==> src/rtl/div_share_ctrl_if.sv <==
// Request/response handshake bundle between two requesters and the shared-divider controller.
// The master modport is the requester side; the slave modport is the controller side.
interface div_share_ctrl_if #(
  parameter int WIDTH = 16
) ();
  logic             req0_valid;
  logic             req0_ready;
  logic [WIDTH-1:0] req0_dividend;
  logic [WIDTH-1:0] req0_divisor;
  logic             req1_valid;
  logic             req1_ready;
  logic [WIDTH-1:0] req1_dividend;
  logic [WIDTH-1:0] req1_divisor;
  logic             resp0_valid;
  logic             resp0_ready;
  logic             resp1_valid;
  logic             resp1_ready;
  logic [WIDTH-1:0] resp_quotient;
  logic [WIDTH-1:0] resp_remainder;
  logic             resp_div_zero;

  modport master (
    output req0_valid, req0_dividend, req0_divisor,
    output req1_valid, req1_dividend, req1_divisor,
    output resp0_ready, resp1_ready,
    input  req0_ready, req1_ready,
    input  resp0_valid, resp1_valid,
    input  resp_quotient, resp_remainder, resp_div_zero
  );

  modport slave (
    input  req0_valid, req0_dividend, req0_divisor,
    input  req1_valid, req1_dividend, req1_divisor,
    input  resp0_ready, resp1_ready,
    output req0_ready, req1_ready,
    output resp0_valid, resp1_valid,
    output resp_quotient, resp_remainder, resp_div_zero
  );
endinterface

==> src/rtl/div_share_ctrl.sv <==
// Round-robin sharing of one combinational divider between two requesters.
//  state | meaning
//  IDLE  | arbitrate and accept one request
//  WAIT  | operands held on the divider while its outputs settle
//  RESP  | result presented to the granted requester until taken
module div_share_ctrl #(
  parameter int WIDTH       = 16,
  parameter int DIV_LATENCY = 1
) (
  input  logic             clk,
  input  logic             rst,
  div_share_ctrl_if.slave  bus,
  output logic [WIDTH-1:0] div_dividend,
  output logic [WIDTH-1:0] div_divisor,
  input  logic [WIDTH-1:0] div_quotient,
  input  logic [WIDTH-1:0] div_remainder,
  output logic             busy
);
  localparam int CW = (DIV_LATENCY > 1) ? $clog2(DIV_LATENCY) : 1;
  localparam logic [CW-1:0] CNT_INIT = CW'(DIV_LATENCY - 1);

  typedef enum logic [1:0] {IDLE, WAIT, RESP} state_t;

  state_t           state_q, state_d;
  logic             prio_q, prio_d;
  logic             gid_q, gid_d;
  logic [CW-1:0]    cnt_q, cnt_d;
  logic [WIDTH-1:0] dvd_q, dvd_d;
  logic [WIDTH-1:0] dvs_q, dvs_d;
  logic [WIDTH-1:0] quo_q, quo_d;
  logic [WIDTH-1:0] rem_q, rem_d;
  logic             dz_q, dz_d;

  logic             any_v;
  logic             win;
  logic             accept;
  logic [WIDTH-1:0] win_dvd;
  logic [WIDTH-1:0] win_dvs;

  // prio only matters on a tie; a lone requester always wins
  assign any_v   = bus.req0_valid | bus.req1_valid;
  assign win     = (bus.req0_valid && bus.req1_valid) ? prio_q : bus.req1_valid;
  assign accept  = (state_q == IDLE) && any_v && !rst;
  assign win_dvd = win ? bus.req1_dividend : bus.req0_dividend;
  assign win_dvs = win ? bus.req1_divisor  : bus.req0_divisor;

  always_comb begin
    state_d = state_q;
    prio_d  = prio_q;
    gid_d   = gid_q;
    cnt_d   = cnt_q;
    dvd_d   = dvd_q;
    dvs_d   = dvs_q;
    quo_d   = quo_q;
    rem_d   = rem_q;
    dz_d    = dz_q;
    case (state_q)
      IDLE: begin
        if (accept) begin
          prio_d = ~win;
          gid_d  = win;
          dvd_d  = win_dvd;
          dvs_d  = win_dvs;
          if (win_dvs == '0) begin
            quo_d   = '1;
            rem_d   = win_dvd;
            dz_d    = 1'b1;
            state_d = RESP;
          end else begin
            cnt_d   = CNT_INIT;
            state_d = WAIT;
          end
        end
      end
      WAIT: begin
        if (cnt_q == '0) begin
          quo_d   = div_quotient;
          rem_d   = div_remainder;
          dz_d    = 1'b0;
          state_d = RESP;
        end else begin
          cnt_d = cnt_q - 1'b1;
        end
      end
      RESP: begin
        if (gid_q ? bus.resp1_ready : bus.resp0_ready) state_d = IDLE;
      end
      default: state_d = IDLE;
    endcase
  end

  always_ff @(posedge clk) begin
    if (rst) begin
      state_q <= IDLE;
      prio_q  <= 1'b0;
      gid_q   <= 1'b0;
      cnt_q   <= '0;
      dvd_q   <= '0;
      dvs_q   <= '0;
      quo_q   <= '0;
      rem_q   <= '0;
      dz_q    <= 1'b0;
    end else begin
      state_q <= state_d;
      prio_q  <= prio_d;
      gid_q   <= gid_d;
      cnt_q   <= cnt_d;
      dvd_q   <= dvd_d;
      dvs_q   <= dvs_d;
      quo_q   <= quo_d;
      rem_q   <= rem_d;
      dz_q    <= dz_d;
    end
  end

  assign bus.req0_ready     = accept && !win;
  assign bus.req1_ready     = accept && win;
  assign bus.resp0_valid    = (state_q == RESP) && !gid_q;
  assign bus.resp1_valid    = (state_q == RESP) && gid_q;
  assign bus.resp_quotient  = quo_q;
  assign bus.resp_remainder = rem_q;
  assign bus.resp_div_zero  = dz_q;
  assign div_dividend       = dvd_q;
  assign div_divisor        = dvs_q;
  assign busy               = (state_q != IDLE);
endmodule
==> src/flat_wrapper.sv <==
// flat-port wrapper written by rule: the top's interface ports become plain ports
module div_share_ctrl_flat 
#(
  parameter int WIDTH       = 16,
  parameter int DIV_LATENCY = 1
)
  (clk, rst, div_dividend, div_divisor, div_quotient, div_remainder, busy, bus_req0_valid, bus_req0_dividend, bus_req0_divisor, bus_req1_valid, bus_req1_dividend, bus_req1_divisor, bus_resp0_ready, bus_resp1_ready, bus_req0_ready, bus_req1_ready, bus_resp0_valid, bus_resp1_valid, bus_resp_quotient, bus_resp_remainder, bus_resp_div_zero);
  div_share_ctrl_if #(.WIDTH(WIDTH)) bus_i ();
  input  logic clk;
  input  logic rst;
  output logic [WIDTH-1:0] div_dividend;
  output logic [WIDTH-1:0] div_divisor;
  input  logic [WIDTH-1:0] div_quotient;
  input  logic [WIDTH-1:0] div_remainder;
  output logic busy;
  input wire logic [$bits(bus_i.req0_valid)-1:0] bus_req0_valid;
  input wire logic [$bits(bus_i.req0_dividend)-1:0] bus_req0_dividend;
  input wire logic [$bits(bus_i.req0_divisor)-1:0] bus_req0_divisor;
  input wire logic [$bits(bus_i.req1_valid)-1:0] bus_req1_valid;
  input wire logic [$bits(bus_i.req1_dividend)-1:0] bus_req1_dividend;
  input wire logic [$bits(bus_i.req1_divisor)-1:0] bus_req1_divisor;
  input wire logic [$bits(bus_i.resp0_ready)-1:0] bus_resp0_ready;
  input wire logic [$bits(bus_i.resp1_ready)-1:0] bus_resp1_ready;
  output wire logic [$bits(bus_i.req0_ready)-1:0] bus_req0_ready;
  output wire logic [$bits(bus_i.req1_ready)-1:0] bus_req1_ready;
  output wire logic [$bits(bus_i.resp0_valid)-1:0] bus_resp0_valid;
  output wire logic [$bits(bus_i.resp1_valid)-1:0] bus_resp1_valid;
  output wire logic [$bits(bus_i.resp_quotient)-1:0] bus_resp_quotient;
  output wire logic [$bits(bus_i.resp_remainder)-1:0] bus_resp_remainder;
  output wire logic [$bits(bus_i.resp_div_zero)-1:0] bus_resp_div_zero;
  assign bus_i.req0_valid = bus_req0_valid;
  assign bus_i.req0_dividend = bus_req0_dividend;
  assign bus_i.req0_divisor = bus_req0_divisor;
  assign bus_i.req1_valid = bus_req1_valid;
  assign bus_i.req1_dividend = bus_req1_dividend;
  assign bus_i.req1_divisor = bus_req1_divisor;
  assign bus_i.resp0_ready = bus_resp0_ready;
  assign bus_i.resp1_ready = bus_resp1_ready;
  assign bus_req0_ready = bus_i.req0_ready;
  assign bus_req1_ready = bus_i.req1_ready;
  assign bus_resp0_valid = bus_i.resp0_valid;
  assign bus_resp1_valid = bus_i.resp1_valid;
  assign bus_resp_quotient = bus_i.resp_quotient;
  assign bus_resp_remainder = bus_i.resp_remainder;
  assign bus_resp_div_zero = bus_i.resp_div_zero;
  div_share_ctrl #(.WIDTH(WIDTH), .DIV_LATENCY(DIV_LATENCY)) u_core (.clk(clk), .rst(rst), .bus(bus_i), .div_dividend(div_dividend), .div_divisor(div_divisor), .div_quotient(div_quotient), .div_remainder(div_remainder), .busy(busy));
endmodule
==> config.mk <==
export PLATFORM = sky130hd
export DESIGN_NAME = div_share_ctrl_flat
export DESIGN_NICKNAME = d
export VERILOG_FILES = /design/src/rtl/div_share_ctrl_if.sv /design/src/rtl/div_share_ctrl.sv /design/src/flat_wrapper.sv
export SDC_FILE = /design/constraint.sdc
export NUM_CORES = 1
export LEC_CHECK = 0
export BUFFER_PORTS_ARGS = -buffer_cell sky130_fd_sc_hd__buf_2
export CORE_ASPECT_RATIO = 1.2
export CORE_MARGIN = 2
export CORE_UTILIZATION = 43
export DETAILED_ROUTE_END_ITERATION = 8
export PLACE_DENSITY = 0.86
export SLEW_MARGIN = 30
export SYNTH_ARGS = -nofsm -noshare
export SYNTH_HDL_FRONTEND = slang
export SYNTH_SLANG_ARGS = --single-unit
export TNS_END_PERCENT = 50
==> constraint.sdc <==
create_clock -name clk -period 1.73 [get_ports clk]
set_input_delay 0.519 -clock clk [delete_from_list [all_inputs] [get_ports clk]]
set_output_delay 0.519 -clock clk [all_outputs]
set_load 0.1 [all_outputs]
Yosys cells after proc, flatten, opt, wreduce, memory -nomap -nowiden
Index checks and enable logic that the tools add are counted.
Widths: inputs -> output; s select.
- bits in registers: 70
- bits of input ports: 102
- output and inout bits: 70
- word-level logic and storage cells: 62
- add/sub/neg operators: 1
- equal/unequal tests: 7
- muxes and demuxes: 25
- bitwise gates (word level): 2
- reduce and logical (&&, ||, !) cells: 18
- operators by type and width (kind ; number):
    $mux 16 ; 8
    $pmux 16 s2 ; 2
    $logic_not 16->1 ; 1
    $mux 1 ; 8
    $mux 2 ; 4
    $logic_and 1x1->1 ; 7
    $ne 2x2->1 const B ; 3
    $pmux 2 s3 ; 1
    $reduce_and 3->1 ; 2
    $ne 2x1->1 const B ; 2
    $pmux 1 s2 ; 2
    $reduce_and 4->1 ; 1
    $reduce_bool 2->1 ; 2
    $logic_not 1->1 ; 3
    $eq 2x1->1 const B ; 1
    $eq 2x2->1 const B ; 1
    $logic_not 2->1 ; 1
    $reduce_and 2->1 ; 1
    $not 1->1 ; 1
    $or 1x1->1 ; 1
    $sub 1x1->1 const B ; 1

Longest topological paths before layout
Gate-level depths: netlist (run 1).
- depth after elaboration: 7
- depth in mapped cells: 7
- mapped depth without buffers: 4

Least setup slack after synthesis (run 1)
No wires, ideal clock.
- kind: flip-flop to output port
- start point: reg u_core.state_q[1]
- end point: out bus_resp0_valid
- data arrival time: 2.921 ns
- data required time: 1.211 ns
- setup slack: -1.710 ns
- cell stages (with the launch flop): 6
- path buffers: 3
- path through: dfxtp_1 > buf_4 > inv_2 > buf_2 > buf_2 > nor3_1
- word-level cells in the longest chain between the ends: 2
- RTL lines (element ; line ; source):
    start: declaration ; div_share_ctrl.sv:24 ; state_t state_q, state_d;
    start signal: assignment ; div_share_ctrl.sv:104 ; state_q <= state_d;
    $eq 2x2->1 ; div_share_ctrl.sv:118 ; assign bus.resp0_valid = (state_q == RESP) && !gid_q;
    $logic_and 1x1->1 ; div_share_ctrl.sv:118 ;
    end: declaration ; flat_wrapper.sv:26 ; output wire logic [$bits(bus_i.resp0_valid)-1:0] bus_resp0_valid;
No other way between the ends.

Final worst setup path (run 1)
- start point: reg u_core.state_q[0]
- end point: out bus_req1_ready
- word-level cells in the longest chain between the ends: 4
- RTL lines (element ; line ; source):
    $logic_not 2->1 ; div_share_ctrl.sv:43 ; assign accept = (state_q == IDLE) && any_v && !rst;
    $logic_and 1x1->1 (2 in series) ; div_share_ctrl.sv:43 ;
    $logic_and 1x1->1 ; div_share_ctrl.sv:117 ; assign bus.req1_ready = accept && win;
    end: declaration ; flat_wrapper.sv:25 ; output wire logic [$bits(bus_i.req1_ready)-1:0] bus_req1_ready;
No other way between the ends.

==> report_table.html, run 1 <==
<table>
<tr><th>Metric</th><th>Value</th></tr>
<tr><th colspan="2">Timing</th></tr>
<tr><td>Setup Total Neg Slack</td><td>-1246 ps</td></tr>
<tr><td>Number of endpoints with negative hold slack in the final report</td><td>0</td></tr>
<tr><td>RSZ-0062 raised after global routing</td><td>yes</td></tr>
<tr><td>Worst-case headroom to the max-slew limit</td><td>49.97%</td></tr>
<tr><td>Setup-violating endpoint count in the final report</td><td>16</td></tr>
<tr><td>Final WS setup</td><td>-155.5 ps</td></tr>
<tr><td>Share of the clock period used by the worst path</td><td>109.0%</td></tr>
<tr><td>Pins over their slew limit</td><td>0</td></tr>
<tr><td>Final Skew</td><td>9.489 ps</td></tr>
<tr><td>Final Critical Period</td><td>1885 ps</td></tr>
<tr><td>Maximum clock rate</td><td>530.4 MHz</td></tr>
<tr><td>Slew at the pin closest to its max-slew limit</td><td>749.6 ps</td></tr>
<tr><th colspan="2">Detailed routing</th></tr>
<tr><td>Total detailed-routing wirelength</td><td>13340 um</td></tr>
<tr><td>Number of vias after detailed routing</td><td>4390</td></tr>
<tr><td>Post-detailed-route count of antenna-violating nets</td><td>0</td></tr>
<tr><td>Number of detailed-route iterations in the first pass</td><td>6</td></tr>
<tr><td>Detailed-route vias per instance</td><td>5.893</td></tr>
<tr><td>Total DRC errors in the routed layout</td><td>0</td></tr>
<tr><td>WL per Instance</td><td>17.91 um</td></tr>
<tr><td>Violation count after the first detailed-routing iteration</td><td>362</td></tr>
<tr><th colspan="2">Synthesis</th></tr>
<tr><td>Area leader, netlist</td><td>sky130_fd_sc_hd__dfxtp_1</td></tr>
<tr><td>Synth async-reset ratio</td><td>0%</td></tr>
<tr><td>Synth Cell Area</td><td>0.003974 mm2</td></tr>
<tr><td>Ys Warns</td><td>0</td></tr>
<tr><td>Number of enable-type register cells in the synthesized netlist</td><td>0</td></tr>
<tr><td>Yosys cell types</td><td>39</td></tr>
<tr><td>Most common flop cell mapped by yosys</td><td>sky130_fd_sc_hd__dfxtp_1</td></tr>
<tr><td>Post-synthesis register bit count</td><td>69</td></tr>
<tr><td>Average instance area after synthesis</td><td>8.930 um2</td></tr>
<tr><td>Sequential area share after synthesis</td><td>34.76%</td></tr>
<tr><td>Synthesized netlist net count</td><td>547</td></tr>
<tr><td>Top cells by count, synth</td><td>sky130_fd_sc_hd__dfxtp_1, sky130_fd_sc_hd__mux2i_1, sky130_fd_sc_hd__nand3b_1, sky130_fd_sc_hd__a21oi_1, sky130_fd_sc_hd__o21ai_0</td></tr>
<tr><td>Share of the synthesized area in the top cell type</td><td>34.76%</td></tr>
<tr><td>Leading post-synthesis cells by cell area</td><td>sky130_fd_sc_hd__dfxtp_1, sky130_fd_sc_hd__mux2i_1, sky130_fd_sc_hd__nand3b_1, sky130_fd_sc_hd__a21oi_1, sky130_fd_sc_hd__a221o_1</td></tr>
<tr><td>Cells after Synth</td><td>445</td></tr>
<tr><td>Most used standard cell by instance count after synthesis</td><td>sky130_fd_sc_hd__dfxtp_1</td></tr>
<tr><th colspan="2">Setup path</th></tr>
<tr><td>Critical path type</td><td>register to output pin</td></tr>
<tr><td>Worst Path Arrival</td><td>1370 ps</td></tr>
<tr><td>CP delay by family, top</td><td>flip-flops</td></tr>
<tr><td>CP bufs+invs</td><td>2</td></tr>
<tr><td>Delay contributed by the slowest stage of the critical path</td><td>370 ps</td></tr>
<tr><td>Kind of start point of the critical path</td><td>register</td></tr>
<tr><td>Cell Chain, Critical Path</td><td>nor3_4, nand3_4, clkinvlp_4, buf_12</td></tr>
<tr><td>Critical path capture point type</td><td>output pin</td></tr>
<tr><td>Cell with the biggest individual delay on the critical path</td><td>sky130_fd_sc_hd__dfxtp_4</td></tr>
<tr><td>Required time worst endpoint</td><td>1210 ps</td></tr>
<tr><td>Maximum fanout along the worst path</td><td>4</td></tr>
<tr><th colspan="2">Clock tree</th></tr>
<tr><td>CTS tree</td><td>done</td></tr>
<tr><td>Clock Pin Slew Worst Setup and Hold Paths</td><td>70 ps</td></tr>
<tr><td>Root cell of the clock tree</td><td>sky130_fd_sc_hd__clkbuf_8</td></tr>
<tr><td>Clk sink count</td><td>69</td></tr>
<tr><td>Hold-fix buffers, CTS</td><td>0</td></tr>
<tr><td>Cts bufs inserted</td><td>9</td></tr>
<tr><td>Clk_lat worst skew</td><td>340 ps</td></tr>
<tr><td>Maximum clock path buffer count</td><td>2</td></tr>
<tr><td>H-tree depth reported by CTS</td><td>3</td></tr>
<tr><th colspan="2">Layout</th></tr>
<tr><td>Diodes inserted</td><td>0</td></tr>
<tr><td>P&amp;R area growth vs syn</td><td>41.31%</td></tr>
<tr><td>Total number of nets in the final design</td><td>722</td></tr>
<tr><td>Fraction of layout cells with a size suffix above 1</td><td>42.24%</td></tr>
<tr><th colspan="2">Die</th></tr>
<tr><td>Floorplan die height</td><td>109.3 um</td></tr>
<tr><td>Number of placement rows</td><td>38</td></tr>
<tr><td>Core region area</td><td>0.009034 mm2</td></tr>
<tr><td>I/O pin cnt</td><td>172</td></tr>
<tr><td>Starting Density</td><td>43.99%</td></tr>
<tr><td>Die Footprint</td><td>0.01003 mm2</td></tr>
<tr><td>Horiz. Die Dim</td><td>91.76 um</td></tr>
<tr><th colspan="2">Global routing</th></tr>
<tr><td>Largest net degree at the start of global routing</td><td>51</td></tr>
<tr><td>Initial antenna violation count</td><td>0</td></tr>
<tr><td>GR Layer Usage met1</td><td>28.82%</td></tr>
<tr><td>Overflow after GRT</td><td>0</td></tr>
<tr><td>Met3 layer usage reported by global route</td><td>5.278%</td></tr>
<tr><td>First-pass GRT wire length</td><td>19730 um</td></tr>
<tr><td>Total GRT Usage</td><td>24.55%</td></tr>
<tr><td>Routing layer with the top usage in global route</td><td>met2</td></tr>
<tr><td>Met2 Resource Use GR</td><td>41.65%</td></tr>
<tr><td>Vias in the first global route</td><td>4170</td></tr>
<tr><th colspan="2">Pwr</th></tr>
<tr><td>Internal power of the cells</td><td>3.353 mW</td></tr>
<tr><td>Maximum ir drop on the vdd rail</td><td>0.6297 mV</td></tr>
<tr><td>Switching power</td><td>2.730 mW</td></tr>
<tr><td>Proportion of power drawn by the clock network</td><td>24.6%</td></tr>
<tr><td>Sw frac</td><td>44.88%</td></tr>
<tr><td>Power share of the combinational group</td><td>44.2%</td></tr>
<tr><td>Leakage</td><td>2.461 nW</td></tr>
<tr><td>Sequential cell fraction of total power</td><td>31.1%</td></tr>
<tr><td>Power density over cell area</td><td>1083 mW/mm2</td></tr>
<tr><th colspan="2">Run</th></tr>
<tr><td>Count of max-cap constraint violations</td><td>0</td></tr>
<tr><th colspan="2">Placed design</th></tr>
<tr><td>Quantity of I/O buffers inserted on ports</td><td>171</td></tr>
<tr><td>GP Congestion</td><td>0.9408</td></tr>
<tr><td>Worst Setup Slack post-DPL</td><td>-416.2 ps</td></tr>
<tr><td>Detailed placement HPWL</td><td>9278 um</td></tr>
<tr><th colspan="2">Hold path</th></tr>
<tr><td>Class of the worst hold path</td><td>primary input to register</td></tr>
<tr><th colspan="2">Outcome</th></tr>
<tr><td>Violations in the final reports</td><td>negative setup slack</td></tr>
<tr><td>Status</td><td>finished, violations left</td></tr>
</table>
what timing repair did:
action	4_1_cts	5_1_grt
resized for setup	10	9
endpoints found under the setup margin	31	18
setup buffers	7	4
pin swaps	4	6
gates cloned	0	2
worst paths after layout:
kind                             from                     endpoint  slack, ps  cells after the start
max reg2reg         u_core.state_q[0]  u_core.bus.resp_quotient[7]        -90                      8
max                 u_core.state_q[0]               bus_req1_ready       -160                      4
min reg2reg  u_core.bus.resp_div_zero     u_core.bus.resp_div_zero        490                      2
min               bus_req1_divisor[6]        u_core.div_divisor[6]        480                      3
routing by layer:
layer | part of all wire [%] | vias up
li1 | - | 2046
met1 | 39 | 2074
met2 | 50 | 224
met3 | 6.7 | 46
met4 | 4.1 | 0
met5 | 0 | -
per-stage QoR:
stage	std cells	utilization [%]	total power [mW]	hold WS (ps)	instance area, um2
final	745	62.16	6.083	477.0	5615
after CTS	739	61.00	6.050	465.1	5510
after floorplan	445	-	3.939	440.2	4048
after global routing	745	62.16	6.305	477.4	5615
after detailed placement	716	57.53	4.529	477.8	5197
after global placement	716	57.51	4.476	454.2	5195
power by group through the flow:
| stage | Sequential [mW] | Clock (mW) | Combinational [mW] |
|---|---|---|---|
| floorplan | 3.12 | 0 | 0.819 |
| global placement | 1.92 | 0 | 2.56 |
| detailed placement | 1.93 | 0 | 2.60 |
| CTS | 1.89 | 1.51 | 2.64 |
| global route | 1.92 | 1.58 | 2.80 |
| finish | 1.89 | 1.50 | 2.69 |
cells by family (layout without fill, tap and decap cells):
| logic type | count (synthesis) | count (layout) | synth area share [%] |
|---|---|---|---|
| buf+inv | 55 | 234 | 6.675 |
| mux | 49 | 49 | 12.34 |
| flops | 69 | 69 | 34.76 |
| simple gates | 118 | 118 | 19.21 |
| compound gates | 154 | 155 | 27.02 |
sequential cells by signal, indices dropped and copies added (netlist names):
signal,count
u_core.bus.resp_div_zero,1
u_core.state_q,2
u_core.gid_q,1
u_core.div_dividend,16
u_core.div_divisor,16
u_core.prio_q,1
u_core.bus.resp_quotient,16
u_core.bus.resp_remainder,16
cell usage in the layout (no fill, tap or decap), types with 2 or more instances in the layout:
master / synthesis / final
sky130_fd_sc_hd__buf_4: 5 / 29
sky130_fd_sc_hd__buf_12: 1 / 15
sky130_fd_sc_hd__clkbuf_8: 0 / 11
sky130_fd_sc_hd__nor3_4: 1 / 2
sky130_fd_sc_hd__nand4b_1: 16 / 16
sky130_fd_sc_hd__dfxtp_1: 69 / 66
sky130_fd_sc_hd__o21a_1: 16 / 16
sky130_fd_sc_hd__clkinv_2: 0 / 2
sky130_fd_sc_hd__inv_1: 4 / 2
sky130_fd_sc_hd__nand2_1: 17 / 16
sky130_fd_sc_hd__dfxtp_4: 0 / 2
sky130_fd_sc_hd__nand2_2: 1 / 2
sky130_fd_sc_hd__mux2i_1: 49 / 49
sky130_fd_sc_hd__a21o_1: 2 / 2
sky130_fd_sc_hd__nor4_1: 8 / 6
sky130_fd_sc_hd__a21oi_1: 33 / 33
sky130_fd_sc_hd__nand2b_2: 0 / 2
sky130_fd_sc_hd__buf_2: 13 / 166
sky130_fd_sc_hd__a221o_1: 16 / 16
sky130_fd_sc_hd__nand3b_1: 48 / 48
sky130_fd_sc_hd__a31oi_1: 16 / 16
sky130_fd_sc_hd__a211oi_1: 7 / 5
sky130_fd_sc_hd__nor2_1: 19 / 18
sky130_fd_sc_hd__o21ai_0: 32 / 32
sky130_fd_sc_hd__a211oi_2: 10 / 12
sky130_fd_sc_hd__bufinv_16: 0 / 2
sky130_fd_sc_hd__o22ai_1: 16 / 16
sky130_fd_sc_hd__nor4_2: 0 / 2
area by class of cell:
type / instances / area (um2)
fillers: 757 / 3418
multi-input cells: 322 / 2429
flip-flops and latches: 69 / 1390
repair buffers: 212 / 1385
clock buffers: 12 / 155.1
well taps: 120 / 150.1
clock inverters: 4 / 70.07
inverters: 6 / 36.28
worst reg2reg max path, cell delays in order, from the launching register on:
cell                        delay [ps]
sky130_fd_sc_hd__dfxtp_4           370
sky130_fd_sc_hd__nor3_4            260
sky130_fd_sc_hd__nand3_4           110
sky130_fd_sc_hd__buf_4             150
sky130_fd_sc_hd__buf_4             130
sky130_fd_sc_hd__buf_4             150
sky130_fd_sc_hd__a2bb2oi_4         210
sky130_fd_sc_hd__clkbuf_16         190
sky130_fd_sc_hd__a211oi_2          170
Note: power is estimated with default switching activity, not from simulation.
==> run 2: changes to the inputs <==
--- a/config.mk
+++ b/config.mk
@@ -5,10 +5,11 @@
 export SDC_FILE = /design/constraint.sdc
 export NUM_CORES = 1
 export LEC_CHECK = 0
+export ABC_AREA = 1
 export BUFFER_PORTS_ARGS = -buffer_cell sky130_fd_sc_hd__buf_2
 export CORE_ASPECT_RATIO = 1.2
 export CORE_MARGIN = 2
-export CORE_UTILIZATION = 43
+export CORE_UTILIZATION = 40
 export DETAILED_ROUTE_END_ITERATION = 8
 export PLACE_DENSITY = 0.86
 export SLEW_MARGIN = 30
==> report_table.html, run 2 <==
<table>
<tr><th>Metric</th><th>Value</th></tr>
<tr><th colspan="2">Setup path</th></tr>
<tr><td>Worst Path Arrival</td><td>2160 ps (+790 ps)</td></tr>
<tr><td>Critical path capture point type</td><td>register</td></tr>
<tr><td>Setup slack on the worst flop-to-flop path</td><td>-210 ps (-120 ps)</td></tr>
<tr><td>Critical path type</td><td>register to register</td></tr>
<tr><td>Required time worst endpoint</td><td>1950 ps (+740 ps)</td></tr>
<tr><td>Kind of start point of the critical path</td><td>register</td></tr>
<tr><td>Maximum fanout along the worst path</td><td>11 (+7)</td></tr>
<tr><th colspan="2">Pwr</th></tr>
<tr><td>Total power after layout</td><td>10.29 mW (+69%)</td></tr>
<tr><td>Maximum ir drop on the vdd rail</td><td>1.184 mV (+88%)</td></tr>
<tr><td>Leakage</td><td>2.539 nW (+3.1%)</td></tr>
<tr><td>Power density over cell area</td><td>2062 mW/mm2 (+90%)</td></tr>
<tr><th colspan="2">Clock tree</th></tr>
<tr><td>H-tree depth reported by CTS</td><td>3 (unchanged)</td></tr>
<tr><td>CTS tree</td><td>done</td></tr>
<tr><td>Cts bufs inserted</td><td>9 (unchanged)</td></tr>
<tr><td>Clock Pin Slew Worst Setup and Hold Paths</td><td>70 ps (about the same)</td></tr>
<tr><td>Root cell of the clock tree</td><td>sky130_fd_sc_hd__clkbuf_8</td></tr>
<tr><td>Hold-fix buffers, CTS</td><td>0 (unchanged)</td></tr>
<tr><td>Maximum clock path buffer count</td><td>2 (unchanged)</td></tr>
<tr><td>Clk_lat worst skew</td><td>330 ps (about the same)</td></tr>
<tr><td>Clk sink count</td><td>69 (unchanged)</td></tr>
<tr><th colspan="2">Layout</th></tr>
<tr><td>Diodes inserted</td><td>0 (unchanged)</td></tr>
<tr><td>Fraction of layout cells with a size suffix above 1</td><td>46.68% (+4.4 points)</td></tr>
<tr><td>Area of the multi-input gates</td><td>0.001675 mm2 (-31%)</td></tr>
<tr><td>Number of filler instances in the final layout</td><td>636 (-16%)</td></tr>
<tr><td>Total number of nets in the final design</td><td>745 (+3.2%)</td></tr>
<tr><td>P&amp;R area growth vs syn</td><td>60.14%</td></tr>
<tr><td>Sequential standard cell area</td><td>0.001385 mm2 (-0.36%)</td></tr>
<tr><td>Most common library cell in the layout ignoring fill and taps</td><td>sky130_fd_sc_hd__buf_2</td></tr>
<tr><td>Most frequent cells in the layout</td><td>sky130_fd_sc_hd__buf_2, sky130_fd_sc_hd__nand2_1, sky130_fd_sc_hd__dfxtp_1, sky130_fd_sc_hd__o21ai_0, sky130_fd_sc_hd__buf_4</td></tr>
<tr><th colspan="2">Synthesis</th></tr>
<tr><td>Area leader, netlist</td><td>sky130_fd_sc_hd__dfxtp_1</td></tr>
<tr><td>Most used standard cell by instance count after synthesis</td><td>sky130_fd_sc_hd__nand2_1</td></tr>
<tr><td>Share of the synthesized area in the top cell type</td><td>44.32% (+9.6 points)</td></tr>
<tr><td>Ys Warns</td><td>0 (unchanged)</td></tr>
<tr><td>Post-synthesis register bit count</td><td>69 (unchanged)</td></tr>
<tr><td>Leading post-synthesis cells by cell area</td><td>sky130_fd_sc_hd__dfxtp_1, sky130_fd_sc_hd__nand2_1, sky130_fd_sc_hd__o21ai_0, sky130_fd_sc_hd__nor2_1, sky130_fd_sc_hd__mux2i_1</td></tr>
<tr><td>Number of enable-type register cells in the synthesized netlist</td><td>0 (unchanged)</td></tr>
<tr><td>Synthesized netlist net count</td><td>536 (-2.0%)</td></tr>
<tr><td>Yosys cell types</td><td>20 (-49%)</td></tr>
<tr><td>Most common flop cell mapped by yosys</td><td>sky130_fd_sc_hd__dfxtp_1</td></tr>
<tr><td>Top cells by count, synth</td><td>sky130_fd_sc_hd__nand2_1, sky130_fd_sc_hd__dfxtp_1, sky130_fd_sc_hd__o21ai_0, sky130_fd_sc_hd__nor2_1, sky130_fd_sc_hd__inv_1</td></tr>
<tr><td>Synth async-reset ratio</td><td>0% (unchanged)</td></tr>
<tr><td>Average instance area after synthesis</td><td>7.181 um2 (-20%)</td></tr>
<tr><td>Cells after Synth</td><td>434 (-2.5%)</td></tr>
<tr><td>Synth Cell Area</td><td>0.003117 mm2 (-22%)</td></tr>
<tr><td>Sequential area share after synthesis</td><td>44.32% (+9.6 points)</td></tr>
<tr><th colspan="2">Timing</th></tr>
<tr><td>Worst-case headroom to the max-slew limit</td><td>65.52% (+16 points)</td></tr>
<tr><td>Setup-violating endpoint count in the final report</td><td>38 (+22)</td></tr>
<tr><td>Maximum clock rate</td><td>516.2 MHz (-2.7%)</td></tr>
<tr><td>Final WS setup</td><td>-207.1 ps (-51.61 ps)</td></tr>
<tr><td>Final Critical Period</td><td>1937 ps (+51.61 ps)</td></tr>
<tr><td>Share of the clock period used by the worst path</td><td>112.0% (+3.0 points)</td></tr>
<tr><td>Pins over their slew limit</td><td>0 (unchanged)</td></tr>
<tr><td>Final Skew</td><td>8.855 ps (-0.6341 ps)</td></tr>
<tr><td>Slew at the pin closest to its max-slew limit</td><td>520.8 ps (-228.8 ps)</td></tr>
<tr><td>Number of endpoints with negative hold slack in the final report</td><td>0 (unchanged)</td></tr>
<tr><td>RSZ-0062 raised after global routing</td><td>yes</td></tr>
<tr><th colspan="2">Die</th></tr>
<tr><td>Starting Density</td><td>40.90% (-3.1 points)</td></tr>
<tr><td>Core region area</td><td>0.007620 mm2 (-16%)</td></tr>
<tr><td>Number of placement rows</td><td>35 (-7.9%)</td></tr>
<tr><td>I/O pin cnt</td><td>172 (unchanged)</td></tr>
<tr><td>Floorplan die height</td><td>100.7 um (-7.9%)</td></tr>
<tr><td>Horiz. Die Dim</td><td>84.58 um (-7.8%)</td></tr>
<tr><td>Die Footprint</td><td>0.008517 mm2 (-15%)</td></tr>
<tr><th colspan="2">Outcome</th></tr>
<tr><td>Violations in the final reports</td><td>negative setup slack</td></tr>
<tr><td>Status</td><td>finished, violations left</td></tr>
<tr><th colspan="2">Global routing</th></tr>
<tr><td>First-pass GRT wire length</td><td>15540 um (-21%)</td></tr>
<tr><td>Total GRT Usage</td><td>22.70% (-1.9 points)</td></tr>
<tr><td>Vias in the first global route</td><td>3429 (-18%)</td></tr>
<tr><td>Initial antenna violation count</td><td>0 (unchanged)</td></tr>
<tr><td>Overflow after GRT</td><td>0 (unchanged)</td></tr>
<tr><td>Largest net degree at the start of global routing</td><td>49 (-3.9%)</td></tr>
<tr><th colspan="2">Detailed routing</th></tr>
<tr><td>Total detailed-routing wirelength</td><td>10550 um (-21%)</td></tr>
<tr><td>Number of detailed-route iterations in the first pass</td><td>5 (-1)</td></tr>
<tr><td>Detailed-route vias per instance</td><td>5.005 (-15%)</td></tr>
<tr><td>Total DRC errors in the routed layout</td><td>0 (unchanged)</td></tr>
<tr><td>Post-detailed-route count of antenna-violating nets</td><td>0 (unchanged)</td></tr>
<tr><td>Number of vias after detailed routing</td><td>3699 (-16%)</td></tr>
<tr><td>Violation count after the first detailed-routing iteration</td><td>165 (-54%)</td></tr>
<tr><td>WL per Instance</td><td>14.28 um (-20%)</td></tr>
<tr><th colspan="2">Placed design</th></tr>
<tr><td>GP Congestion</td><td>0.8950 (-4.9%)</td></tr>
<tr><td>Detailed placement HPWL</td><td>7280 um (-22%)</td></tr>
<tr><td>Quantity of I/O buffers inserted on ports</td><td>171 (unchanged)</td></tr>
<tr><td>Worst Setup Slack post-DPL</td><td>-337.6 ps (+78.57 ps)</td></tr>
<tr><th colspan="2">Hold path</th></tr>
<tr><td>Class of the worst hold path</td><td>register to register</td></tr>
<tr><th colspan="2">Run</th></tr>
<tr><td>Count of max-cap constraint violations</td><td>0 (unchanged)</td></tr>
</table>
## run 2: cell count changes after synthesis, sizes merged, moves of 31 or more
| cell | previous run | this run |
|---|---|---|
| mux2i | 49 | 16 |
| nand3 | 1 | 32 |
| nor2 | 19 | 52 |
| nand3b | 48 | 0 |
| inv | 6 | 43 |
| o21ai | 33 | 65 |
| nand2 | 18 | 93 |
## run 2: layout make-up
cell class | count | share of cell area [%]
Multi-Input combinational cell | 295 | 33.57
Timing Repair Buffer | 225 | 29.78
Sequential cell | 69 | 27.75
Inverter | 43 | 3.409
Clock buffer | 13 | 2.983
Tap cell | 92 | 2.306
Clock inverter | 2 | 0.2006
## run 2: per-layer routing
metal	routed length (um)	vias to the layer above	share of wire, %	track usage [%]
li1	-	1828	-	-
met1	4152	1716	39	26.51
met2	5534	139	52	40.64
met3	681	16	6.5	4.996
met4	184	0	1.7	8.303
met5	0	-	0	0
## run 2: timing repair
item / in CTS / in global routing
resized for setup: 34 / 38
cloned: 2 / 3
pin swaps: 11 / 10
buffers inserted: 6 / 1
endpoints found under the setup margin: 33 / 39
## run 2: logic make-up after synthesis
family | Yosys count | synth area share (%)
simple gates | 178 | 23.48
buf+inv | 70 | 9.915
mux | 16 | 5.138
flops | 69 | 44.32
compound gates | 101 | 17.14
## run 2: power breakdown
group	leakage (nW)	internal [mW]	switching (mW)
Clock	0.0833	0.549	0.543
Combinational	1.89	1.56	5.28
Sequential	0.568	2.09	0.271
## run 2: stage by stage
stage	utilization, %	TNS [ps]	hold WS [ps]	cell area [um2]	cells
final	65.50	-5537	451.5	4991	739
after global routing	65.50	-9940	471.4	4991	739
after CTS	62.78	-3565	445.2	4783	735
after detailed placement	57.93	-10730	435.8	4414	713
after global placement	57.93	-8422	431.1	4414	713
after floorplan	-	-3389	456.6	3184	434
## run 2: worst paths after layout
| check | start | cells past startpoint | to |
|---|---|---|---|
| max | u_core.prio_q | 15 | u_core.bus.resp_remainder[0] |
| min | u_core.bus.resp_quotient[14] | 2 | u_core.bus.resp_quotient[14] |
| max reg2reg | u_core.prio_q | 15 | u_core.bus.resp_remainder[0] |
| min reg2reg | u_core.bus.resp_quotient[14] | 2 | u_core.bus.resp_quotient[14] |
## run 2: worst max-delay path: stages (launching register included)
cell	delay (ps)
sky130_fd_sc_hd__dfxtp_2	320
sky130_fd_sc_hd__inv_2	50
sky130_fd_sc_hd__nand2_4	100
sky130_fd_sc_hd__nand2_8	70
sky130_fd_sc_hd__clkbuf_16	170
sky130_fd_sc_hd__nand2_1	80
sky130_fd_sc_hd__nand2_1	60
sky130_fd_sc_hd__nor2_1	120
sky130_fd_sc_hd__nand2_1	80
sky130_fd_sc_hd__nor2_1	100
sky130_fd_sc_hd__nand2_1	70
sky130_fd_sc_hd__nand2_2	130
sky130_fd_sc_hd__nand2_8	120
sky130_fd_sc_hd__clkbuf_16	200
sky130_fd_sc_hd__nor2_1	100
sky130_fd_sc_hd__nor2_1	50
